**src/rtl/sram_arb_ctrl_if.sv**
```systemverilog
// Bundle of both requester ports plus the SRAM macro pins seen by sram_arb_ctrl.
// The slave modport is the arbiter's view; master is the requesters'/macro side.
interface sram_arb_ctrl_if #(
  parameter int unsigned BITS       = 8,
  parameter int unsigned ADDR_WIDTH = 13
);
  // Port 0 (AHB slave datapath)
  logic                  p0_valid;
  logic                  p0_ready;
  logic                  p0_we;
  logic [ADDR_WIDTH-1:0] p0_addr;
  logic [BITS-1:0]       p0_wdata;
  logic                  p0_lock;
  logic                  p0_rvalid;
  logic [BITS-1:0]       p0_rdata;
  // Port 1 (secondary master)
  logic                  p1_valid;
  logic                  p1_ready;
  logic                  p1_we;
  logic [ADDR_WIDTH-1:0] p1_addr;
  logic [BITS-1:0]       p1_wdata;
  logic                  p1_lock;
  logic                  p1_rvalid;
  logic [BITS-1:0]       p1_rdata;
  // SRAM macro pins
  logic                  CEN;
  logic                  WEN;
  logic [ADDR_WIDTH-1:0] A;
  logic [BITS-1:0]       D;
  logic                  OEN;
  logic [BITS-1:0]       Q;

  modport slave (
    input  p0_valid, p0_we, p0_addr, p0_wdata, p0_lock,
    output p0_ready, p0_rvalid, p0_rdata,
    input  p1_valid, p1_we, p1_addr, p1_wdata, p1_lock,
    output p1_ready, p1_rvalid, p1_rdata,
    output CEN, WEN, A, D, OEN,
    input  Q
  );

  modport master (
    output p0_valid, p0_we, p0_addr, p0_wdata, p0_lock,
    input  p0_ready, p0_rvalid, p0_rdata,
    output p1_valid, p1_we, p1_addr, p1_wdata, p1_lock,
    input  p1_ready, p1_rvalid, p1_rdata,
    input  CEN, WEN, A, D, OEN,
    output Q
  );
endinterface

```
**src/rtl/sram_arb_ctrl.sv**
```systemverilog
// Two-port arbiter/sequencer for a single-port negedge-sampled SRAM macro.
// One access is granted per cycle (round-robin or fixed priority, with a bounded
// lock); macro pins are driven from registers and read data returns one cycle
// after acceptance as a single-cycle valid pulse to the owning port.
module sram_arb_ctrl #(
  parameter int unsigned BITS       = 8,
  parameter int unsigned ADDR_WIDTH = 13,
  parameter bit          FIXED_PRIO = 1'b0,
  parameter int unsigned LOCK_MAX   = 4
) (
  input logic            CLK,
  input logic            RST,
  sram_arb_ctrl_if.slave bus
);

  localparam int unsigned CntW = $clog2(LOCK_MAX + 1);

  logic                  cen_q, wen_q;
  logic [ADDR_WIDTH-1:0] a_q;
  logic [BITS-1:0]       d_q;
  logic [1:0]            rvalid_q;
  logic [BITS-1:0]       rdata0_q, rdata1_q;
  logic                  last_grant_q;
  logic                  lock_active_q, lock_port_q;
  logic [CntW-1:0]       lock_cnt_q;
  logic                  rd_pend_q, rd_port_q;

  logic [1:0]            valid;
  logic                  lock_valid, other_valid, cnt_ok;
  logic                  gnt_any, gnt;
  logic                  sel_we, sel_lock;
  logic [ADDR_WIDTH-1:0] sel_addr;
  logic [BITS-1:0]       sel_wdata;

  // Grant select: honoured lock, then single requester, then tie-break.
  always_comb begin
    valid       = {bus.p1_valid, bus.p0_valid};
    lock_valid  = valid[lock_port_q];
    other_valid = valid[~lock_port_q];
    cnt_ok      = lock_cnt_q < CntW'(LOCK_MAX);
    gnt_any     = 1'b0;
    gnt         = 1'b0;
    if (lock_active_q && lock_valid && (cnt_ok || !other_valid)) begin
      gnt_any = 1'b1;
      gnt     = lock_port_q;
    end else if (valid == 2'b01) begin
      gnt_any = 1'b1;
      gnt     = 1'b0;
    end else if (valid == 2'b10) begin
      gnt_any = 1'b1;
      gnt     = 1'b1;
    end else if (valid == 2'b11) begin
      gnt_any = 1'b1;
      if (lock_active_q && lock_valid) begin
        // Lock exhausted with the other port waiting: hand over.
        gnt = ~lock_port_q;
      end else if (FIXED_PRIO) begin
        gnt = 1'b0;
      end else begin
        gnt = ~last_grant_q;
      end
    end
    if (RST) begin
      gnt_any = 1'b0;
    end
    sel_we    = gnt ? bus.p1_we    : bus.p0_we;
    sel_lock  = gnt ? bus.p1_lock  : bus.p0_lock;
    sel_addr  = gnt ? bus.p1_addr  : bus.p0_addr;
    sel_wdata = gnt ? bus.p1_wdata : bus.p0_wdata;
  end

  assign bus.p0_ready  = gnt_any & ~gnt;
  assign bus.p1_ready  = gnt_any & gnt;
  assign bus.CEN       = cen_q;
  assign bus.WEN       = wen_q;
  assign bus.A         = a_q;
  assign bus.D         = d_q;
  assign bus.OEN       = 1'b0;
  assign bus.p0_rvalid = rvalid_q[0];
  assign bus.p1_rvalid = rvalid_q[1];
  assign bus.p0_rdata  = rdata0_q;
  assign bus.p1_rdata  = rdata1_q;

  // Macro pin sequencing, lock bookkeeping and read-data return.
  always_ff @(posedge CLK) begin
    if (RST) begin
      cen_q         <= 1'b1;
      wen_q         <= 1'b1;
      a_q           <= '0;
      d_q           <= '0;
      rvalid_q      <= 2'b00;
      rdata0_q      <= '0;
      rdata1_q      <= '0;
      last_grant_q  <= 1'b1;
      lock_active_q <= 1'b0;
      lock_port_q   <= 1'b0;
      lock_cnt_q    <= '0;
      rd_pend_q     <= 1'b0;
      rd_port_q     <= 1'b0;
    end else begin
      if (gnt_any) begin
        cen_q        <= 1'b0;
        wen_q        <= ~sel_we;
        a_q          <= sel_addr;
        d_q          <= sel_wdata;
        last_grant_q <= gnt;
        rd_pend_q    <= ~sel_we;
        rd_port_q    <= gnt;
        if (sel_lock) begin
          lock_active_q <= 1'b1;
          lock_port_q   <= gnt;
          if (lock_active_q && (gnt == lock_port_q)) begin
            if (cnt_ok) begin
              lock_cnt_q <= lock_cnt_q + CntW'(1);
            end
          end else begin
            lock_cnt_q <= CntW'(1);
          end
        end else begin
          lock_active_q <= 1'b0;
          lock_cnt_q    <= '0;
        end
      end else begin
        cen_q     <= 1'b1;
        wen_q     <= 1'b1;
        rd_pend_q <= 1'b0;
        if (lock_active_q && !lock_valid) begin
          lock_active_q <= 1'b0;
          lock_cnt_q    <= '0;
        end
      end
      // Q is valid here because the macro sampled on the preceding negedge.
      rvalid_q <= 2'b00;
      if (rd_pend_q) begin
        rvalid_q[rd_port_q] <= 1'b1;
        if (rd_port_q) begin
          rdata1_q <= bus.Q;
        end else begin
          rdata0_q <= bus.Q;
        end
      end
    end
  end

endmodule

```
**src/flat_wrapper.sv**
```systemverilog
// flat-port wrapper written by rule: the top's interface ports become plain ports
module sram_arb_ctrl_flat 
#(
  parameter int unsigned BITS       = 8,
  parameter int unsigned ADDR_WIDTH = 13,
  parameter bit          FIXED_PRIO = 1'b0,
  parameter int unsigned LOCK_MAX   = 4
)
  (CLK, RST, bus_p0_valid, bus_p0_we, bus_p0_addr, bus_p0_wdata, bus_p0_lock, bus_p0_ready, bus_p0_rvalid, bus_p0_rdata, bus_p1_valid, bus_p1_we, bus_p1_addr, bus_p1_wdata, bus_p1_lock, bus_p1_ready, bus_p1_rvalid, bus_p1_rdata, bus_CEN, bus_WEN, bus_A, bus_D, bus_OEN, bus_Q);
  sram_arb_ctrl_if #(.BITS(BITS), .ADDR_WIDTH(ADDR_WIDTH)) bus_i ();
  input logic CLK;
  input logic RST;
  input wire logic [$bits(bus_i.p0_valid)-1:0] bus_p0_valid;
  input wire logic [$bits(bus_i.p0_we)-1:0] bus_p0_we;
  input wire logic [$bits(bus_i.p0_addr)-1:0] bus_p0_addr;
  input wire logic [$bits(bus_i.p0_wdata)-1:0] bus_p0_wdata;
  input wire logic [$bits(bus_i.p0_lock)-1:0] bus_p0_lock;
  output wire logic [$bits(bus_i.p0_ready)-1:0] bus_p0_ready;
  output wire logic [$bits(bus_i.p0_rvalid)-1:0] bus_p0_rvalid;
  output wire logic [$bits(bus_i.p0_rdata)-1:0] bus_p0_rdata;
  input wire logic [$bits(bus_i.p1_valid)-1:0] bus_p1_valid;
  input wire logic [$bits(bus_i.p1_we)-1:0] bus_p1_we;
  input wire logic [$bits(bus_i.p1_addr)-1:0] bus_p1_addr;
  input wire logic [$bits(bus_i.p1_wdata)-1:0] bus_p1_wdata;
  input wire logic [$bits(bus_i.p1_lock)-1:0] bus_p1_lock;
  output wire logic [$bits(bus_i.p1_ready)-1:0] bus_p1_ready;
  output wire logic [$bits(bus_i.p1_rvalid)-1:0] bus_p1_rvalid;
  output wire logic [$bits(bus_i.p1_rdata)-1:0] bus_p1_rdata;
  output wire logic [$bits(bus_i.CEN)-1:0] bus_CEN;
  output wire logic [$bits(bus_i.WEN)-1:0] bus_WEN;
  output wire logic [$bits(bus_i.A)-1:0] bus_A;
  output wire logic [$bits(bus_i.D)-1:0] bus_D;
  output wire logic [$bits(bus_i.OEN)-1:0] bus_OEN;
  input wire logic [$bits(bus_i.Q)-1:0] bus_Q;
  assign bus_i.p0_valid = bus_p0_valid;
  assign bus_i.p0_we = bus_p0_we;
  assign bus_i.p0_addr = bus_p0_addr;
  assign bus_i.p0_wdata = bus_p0_wdata;
  assign bus_i.p0_lock = bus_p0_lock;
  assign bus_p0_ready = bus_i.p0_ready;
  assign bus_p0_rvalid = bus_i.p0_rvalid;
  assign bus_p0_rdata = bus_i.p0_rdata;
  assign bus_i.p1_valid = bus_p1_valid;
  assign bus_i.p1_we = bus_p1_we;
  assign bus_i.p1_addr = bus_p1_addr;
  assign bus_i.p1_wdata = bus_p1_wdata;
  assign bus_i.p1_lock = bus_p1_lock;
  assign bus_p1_ready = bus_i.p1_ready;
  assign bus_p1_rvalid = bus_i.p1_rvalid;
  assign bus_p1_rdata = bus_i.p1_rdata;
  assign bus_CEN = bus_i.CEN;
  assign bus_WEN = bus_i.WEN;
  assign bus_A = bus_i.A;
  assign bus_D = bus_i.D;
  assign bus_OEN = bus_i.OEN;
  assign bus_i.Q = bus_Q;
  sram_arb_ctrl #(.BITS(BITS), .ADDR_WIDTH(ADDR_WIDTH), .FIXED_PRIO(FIXED_PRIO), .LOCK_MAX(LOCK_MAX)) u_core (.CLK(CLK), .RST(RST), .bus(bus_i));
endmodule
```
**config.mk**
```make
export PLATFORM = sky130hd
export DESIGN_NAME = sram_arb_ctrl_flat
export DESIGN_NICKNAME = d
export VERILOG_FILES = /design/src/rtl/sram_arb_ctrl_if.sv /design/src/rtl/sram_arb_ctrl.sv /design/src/flat_wrapper.sv
export SDC_FILE = /design/constraint.sdc
export NUM_CORES = 1
export LEC_CHECK = 0
export BUFFER_PORTS_ARGS = -buffer_cell sky130_fd_sc_hd__buf_4
export CORE_ASPECT_RATIO = 0.5
export CORE_UTILIZATION = 25
export CTS_CLUSTER_SIZE = 40
export DETAILED_ROUTE_END_ITERATION = 16
export GPL_TIMING_DRIVEN = 1
export SETUP_SLACK_MARGIN = 0.02
export SLEW_MARGIN = 20
export SYNTH_ARGS = -nofsm -noshare
export SYNTH_HDL_FRONTEND = slang
export SYNTH_SLANG_ARGS = --single-unit
```
**constraint.sdc**
```tcl
create_clock -name CLK -period 1.95 [get_ports CLK]
set_input_delay 0.2925 -clock CLK [delete_from_list [all_inputs] [get_ports CLK]]
set_output_delay 0.2925 -clock CLK [all_outputs]
set_load 0.01 [all_outputs]
```
# [Word level (Yosys, flattened, before mapping)]
# Cells that the tools add are included.
[totals] elab_cells=77 reg_bits=49 inputBits=58 out_inout_bits=44
[classes] addsub=1 n_reduce_logical=15 eq_ne=5 mux=29 n_bitwise=9 order_cmp=5
[op_table] operator="2-to-1 mux 1 bit" count=21
[op_table] operator="2-to-1 mux 3 bit" count=5
[op_table] operator="2-to-1 mux 13 bit" count=1
[op_table] operator="2-to-1 mux 8 bit" count=1
[op_table] operator="AND reduction 2 bit" count=4
[op_table] operator="NOT 1 bit" count=7
[op_table] operator="less-than comparator 1 x 2 -> 1 bit, second input constant" count=3
[op_table] operator="logical AND 1 bit" count=5
[op_table] operator="== test 2 bit, second input constant" count=2
[op_table] operator="inequality test 4 x 3 -> 1 bit, second input constant" count=1
[op_table] operator="OR reduction 2 bit" count=2
[op_table] operator="adder 3 x 1 -> 3 bit, second input constant" count=1
[op_table] operator="less-than comparator 3 bit, second input constant" count=1
[op_table] operator="AND 1 bit" count=2
[op_table] operator="== test 2 x 1 -> 1 bit, second input constant" count=1
[op_table] operator="zero test 1 bit" count=2
[op_table] operator="nonzero test 2 bit" count=1
[op_table] operator="demux 1 bit (select 1 bit)" count=1
[op_table] operator="== test 1 bit" count=1
[op_table] operator=">= comparator 1 bit, second input constant" count=1
[op_table] operator="logical OR 1 bit" count=1

# [Logic depth before layout (Yosys ltp)]
[depth] ltp_word=13 mapped_depth=7 mapped_depth_nobuf=5

# [Least setup slack after synthesis]
# No wires, ideal clock.
[synth_timing] kind="register -> output" startpoint="reg u_core.lock_active_q" endpoint="out bus_p1_ready" path_stages_with_launch=6 path_slack_ns=0.353 n_path_buf=1 arrival_time_ns=1.305 t_required_ns=1.657 cell_sequence="dfxtp_1 and3b_1 a31oi_4 nand2_8 buf_8 nor2_1"
[synth_between] elab_chain_cells=7 elab_cells_between_ends=10 classes_between="mux (7); bitwise (1); reduce/logical (2)"
[synth_rtl] element="start, declared" line="sram_arb_ctrl.sv:24" source="logic lock_active_q, lock_port_q;"
[synth_rtl] element="start signal, assigned" line="sram_arb_ctrl.sv:95" source="lock_active_q <= 1'b0;"
[synth_rtl] element="start signal, assigned" line="sram_arb_ctrl.sv:110" source="lock_active_q <= 1'b1;"
[synth_rtl] element="start signal, assigned" line="sram_arb_ctrl.sv:120" source="lock_active_q <= 1'b0;"
[synth_rtl] element="logical AND 1 bit (*)" line="sram_arb_ctrl.sv:43, sram_arb_ctrl.sv:54"
[synth_rtl] element="2-to-1 mux 1 bit" line="sram_arb_ctrl.sv:54" source="if (lock_active_q && lock_valid) begin"
[synth_rtl] element="2-to-1 mux 1 bit" line="sram_arb_ctrl.sv:52" source="end else if (valid == 2'b11) begin"
[synth_rtl] element="2-to-1 mux 1 bit" line="sram_arb_ctrl.sv:49" source="end else if (valid == 2'b10) begin"
[synth_rtl] element="2-to-1 mux 1 bit" line="sram_arb_ctrl.sv:46" source="end else if (valid == 2'b01) begin"
[synth_rtl] element="2-to-1 mux 1 bit" line="sram_arb_ctrl.sv:43" source="if (lock_active_q && lock_valid && (cnt_ok || !other_valid)) begin"
[synth_rtl] element="AND 1 bit (*)" line="sram_arb_ctrl.sv:73" source="assign bus.p1_ready = gnt_any & gnt;"
[synth_rtl] element="end, declared" line="flat_wrapper.sv:26" source="output wire logic [$bits(bus_i.p1_ready)-1:0] bus_p1_ready;"
# Mark *: on every way between the ends. The rest lies on a longest branch, timed or not.

# [Final worst setup path]
# Same ends and word-level chain as after synthesis.

==> impl_summary.md <==
Worst setup path
The largest fanout on the critical path is 13. The critical path data required time is 1.66 ns. STA classifies the critical path startpoint as a register.

Data on the critical path arrives at its endpoint at 1.54 ns. The critical path endpoint category is an output pin. The critical path is of the reg2out type.

Flow run
Across the run, the number of max-cap violations was 0.

CTS
TritonCTS built the clock tree. Clock tree synthesis inserted a total of 5 buffers. CTS built an H-tree with a depth of 2. The worst-skew pair later-pin latency is 0.29 ns.

The clock net in this run drives a total of 49 sinks. The number of hold buffers added after cts is 0. In this run the deepest clock path goes through 2 buffers. After clock tree synthesis, the clock-pin slew on the worst setup and hold paths is 0.07 ns. Clock tree synthesis selected as its root buffer the cell sky130_fd_sc_hd__clkbuf_16.

Global route
The number of global-route vias before repair came to 1,807. The overall routing resource usage is 11.7%. The initial antenna violation count is 0.

The global-route wire length before repair is 8440 um. Entering global routing, the biggest net connects 46 pins. After global routing the overflow that remains totals 0.

STA
Based on the critical path, the design can be clocked at up to 0.546 GHz. After layout, the worst path uses 94.0% of the clock period. The worst path needs 1.83 ns of the cycle, external delays included. Setup repair after global routing left no endpoint under its margin.

Setup violations remaining at the end of the flow were counted as 0. The headroom to the max-slew limit is 64.0%. The final-report max-slew violation count was 0.

For the pin with the worst max-slew slack, the measured transition is 0.539 ns. The summed negative setup slack over all endpoints is 0 ns. The hold violation count in the final report is 0. For the final database, setup skew stands at 0.00373 ns. On the final layout, the worst hold slack is 0.259 ns.

Synth
Counting flops with an async set or reset pin after synthesis yields a share of 0%. By instance count, the leading cell after synthesis is sky130_fd_sc_hd__dfxtp_1. In this run, synthesis inferred 0 flip-flops with an integrated enable. The number of different library cells used by synthesis comes to 36. The number of synthesized register bits is 49. Yosys attributes the largest share of cell area to sky130_fd_sc_hd__dfxtp_1 46%, sky130_fd_sc_hd__mux2i_1 11%, sky130_fd_sc_hd__a211oi_1 7.7%. Counting every net in the synthesized netlist gives 295. Averaged over all synthesized cells, the footprint is 9.06 um^2. The summed instance area of the synthesized netlist is 0.00214 mm^2. Ranked by instance count, the synthesized netlist is headed by 49 x sky130_fd_sc_hd__dfxtp_1, 30 x sky130_fd_sc_hd__nand2_1, 28 x sky130_fd_sc_hd__nor2_1. Summed over its instances, the top area cell type makes up 45.9% of the synthesized netlist area.

The main flop type after synthesis is sky130_fd_sc_hd__dfxtp_1. The count of warnings emitted by yosys is 0. Summing the sequential cell areas from Yosys gives 45.9% of the chip area.

The top cell type by total area after synthesis is sky130_fd_sc_hd__dfxtp_1. The count of mapped cells out of synthesis is 236.

Detailed routing
Summed over all nets, wire length on met3 after detailed routing comes to 195 um. The uppermost layer routed is met4. After detailed routing, the number of vias per cell comes to 4.38. In this run the remaining antenna-violating nets after routing total 0. The post-route met1 wirelength is 2550 um. The routed via count is 1,932. The first routing iteration left 69 violations. After detailed routing, the number of remaining DRC violations is 0. The wire length on met2 is 2540 um. Summed over all layers, the routed wires come to 5330 um. The length of the first detailed-routing pass in iterations is 4. In the final routed layout, each cell accounts on average for 12.1 um.

Power and ir drop
In this run the power spent charging and discharging nets is 635 uW. In this run switching power makes up 25.0% of total power. For this design the static power due to leakage is 0.00142 uW.

Combinational logic is responsible for 17.5% of the overall power. Power spread over the standard cell area amounts to 814 mW/mm^2. The sequential fraction of design power is 43.5%.

The total internal power is 1910 uW. The clock network burns 39.0% of the power. The worst voltage drop across the vdd grid is 0.378 mV.

Run status
The flow ran to the end, and the final reports show no timing, DRC or antenna violations.

Placed design
The total of buffers placed on input and output ports is 100. The HPWL after detailed placement is 3750 um. Including well taps, the total number of placed cells is 431. At the end of routability-driven placement, the weighted congestion stood at 0.757.

Hold path
The class of the worst hold path is in2reg.

Floorplanning
The initial utilization of the core area, before any placement, comes to 26.3%. The floorplan step defined a core boundary enclosing 0.00814 mm^2. The horizontal die dimension is 133 um. The I/O pin total is 102. The die covers 0.00895 mm^2. Measured along the y axis, the die boundary spans 67.4 um. The row count is 23.

Layout
The final layout contains 387 nets. The number of antenna diodes in the final layout is 0. The count of placed standard cells in the final layout, fillers left out is 441. Relative to the synthesized area, the layout overhead comes to 46.3%.

The filler cells instantiated in the layout total 867. Of the cells placed in the final design, the portion with a size suffix greater than 1 is 37.4%.
[metal layers]
layer / up-vias / track usage, %
li1: 1010 / -
met1: 878 / 14.6
met2: 39 / 20.7
met3: 5 / 2.55
met4: 0 / 3.45
met5: - / 0
[power groups by stage]
stage                     Combinational, uW  Sequential, uW  Clock (uW)
after floorplan                         226            1140           0
after global placement                  441            1130           0
after detailed placement                442            1130           0
after CTS                               443            1110        1030
after global routing                    491            1120        1060
final                                   446            1110         993
[through the flow]
| step | power [uW] | utilization (%) | setup slack, ns | cell area (um^2) |
|---|---|---|---|---|
| 5_1_grt | 2670 | 38.4 | 0.0300 | 3130 |
| 3_3_place_gp | 1570 | 36.0 | 0.260 | 2930 |
| 6_report | 2550 | 38.4 | 0.118 | 3130 |
| 4_1_cts | 2580 | 38.2 | 0.0308 | 3110 |
| 2_1_floorplan | 1370 | - | 0.353 | 2140 |
| 3_5_place_dp | 1570 | 36.0 | 0.244 | 2930 |
[worst paths after layout]
path / cells past startpoint / endpoint / slack, ns / start
max: 5 / bus_p1_ready / 0.12 / u_core.lock_active_q
min: 3 / u_core.bus.p0_rdata[4] / 0.26 / bus_Q[4]
min reg2reg: 2 / u_core.bus.p0_rdata[3] / 0.46 / u_core.bus.p0_rdata[3]
max reg2reg: 6 / u_core.bus.D[2] / 0.28 / u_core.lock_active_q
[what timing repair did]
action,CTS,global route
setup endpoints to repair,1,1
pin swaps,0,1
buffers inserted,0,1
gates cloned,0,1
resized for setup,3,0
[worst max-delay path, cell delays in order, from the launching register on]
cell                      delay, ns
sky130_fd_sc_hd__dfxtp_2       0.41
sky130_fd_sc_hd__and3b_1       0.22
sky130_fd_sc_hd__a31oi_4       0.22
sky130_fd_sc_hd__nand2_8       0.16
sky130_fd_sc_hd__nor2_1        0.12
sky130_fd_sc_hd__buf_4         0.12
[cells by family after synthesis]
logic type / Yosys count / synth area share (%)
multiplexers: 23 / 10.8
flip-flops: 49 / 45.9
AO/OA/AOI/OAI: 56 / 17.7
adder cells (fa/ha/maj): 1 / 0.585
AND/OR/NAND/NOR: 83 / 18.3
XOR/XNOR: 1 / 0.761
buffers and inverters: 22 / 5.85
other: 1 / 0.175
[cell usage in the layout (no fill, tap or decap)]
cell type                    synthesis  final
sky130_fd_sc_hd__dfxtp_2             0      3
sky130_fd_sc_hd__o21ba_2             1      1
sky130_fd_sc_hd__and3b_1             1      1
sky130_fd_sc_hd__a21oi_1            24     24
sky130_fd_sc_hd__inv_1               2      2
sky130_fd_sc_hd__o221ai_1            1      1
sky130_fd_sc_hd__a211oi_1           22     22
sky130_fd_sc_hd__nor2b_1             2      2
sky130_fd_sc_hd__nand2_1            30     30
sky130_fd_sc_hd__nand4b_1            1      1
sky130_fd_sc_hd__o21ai_0             3      3
sky130_fd_sc_hd__a32oi_1             1      1
sky130_fd_sc_hd__nand2b_1            4      4
sky130_fd_sc_hd__a31oi_4             1      1
sky130_fd_sc_hd__dfxtp_1            49     46
sky130_fd_sc_hd__clkinvlp_4          0      1
sky130_fd_sc_hd__mux2i_1            23     23
sky130_fd_sc_hd__or2_2               1      1
sky130_fd_sc_hd__a31oi_2             1      1
sky130_fd_sc_hd__nand3b_1            1      1
sky130_fd_sc_hd__o2bb2ai_1           1      1
sky130_fd_sc_hd__nand3_1             9      9
sky130_fd_sc_hd__and4b_1             1      1
sky130_fd_sc_hd__a2bb2oi_1           1      1
sky130_fd_sc_hd__xnor2_2             1      1
sky130_fd_sc_hd__bufinv_16           0      1
sky130_fd_sc_hd__clkbuf_16           0      5
sky130_fd_sc_hd__buf_4               1    104
sky130_fd_sc_hd__nand2_4             0      1
sky130_fd_sc_hd__ha_1                1      1
sky130_fd_sc_hd__conb_1              1      1
sky130_fd_sc_hd__nand2_8             1      1
sky130_fd_sc_hd__and3_1              1      1
sky130_fd_sc_hd__nor2_1             28     28
sky130_fd_sc_hd__nor3_2              1      1
sky130_fd_sc_hd__clkinv_4            0      1
sky130_fd_sc_hd__and2_1              2      2
[flip-flops by register name (all words and copies together), names as in the netlist, 2 cells and up]
name                 cells
u_core.rvalid_q          2
u_core.bus.A            13
u_core.lock_cnt_q        3
u_core.bus.p1_rdata      8
u_core.bus.D             8
u_core.bus.p0_rdata      8
[cell type report]
| cell class | instances | area [um^2] | area share, % |
|---|---|---|---|
| clock buffers | 5 | 125 | 4.00 |
| clock inverters | 3 | 46.3 | 1.48 |
| inverters | 2 | 7.51 | 0.240 |
| multi-input cells | 166 | 1040 | 33.4 |
| flip-flops and latches | 49 | 985 | 31.5 |
| well taps | 112 | 140 | 4.48 |
| repair buffers | 104 | 781 | 25.0 |
Power figures use the tool's default switching activity.
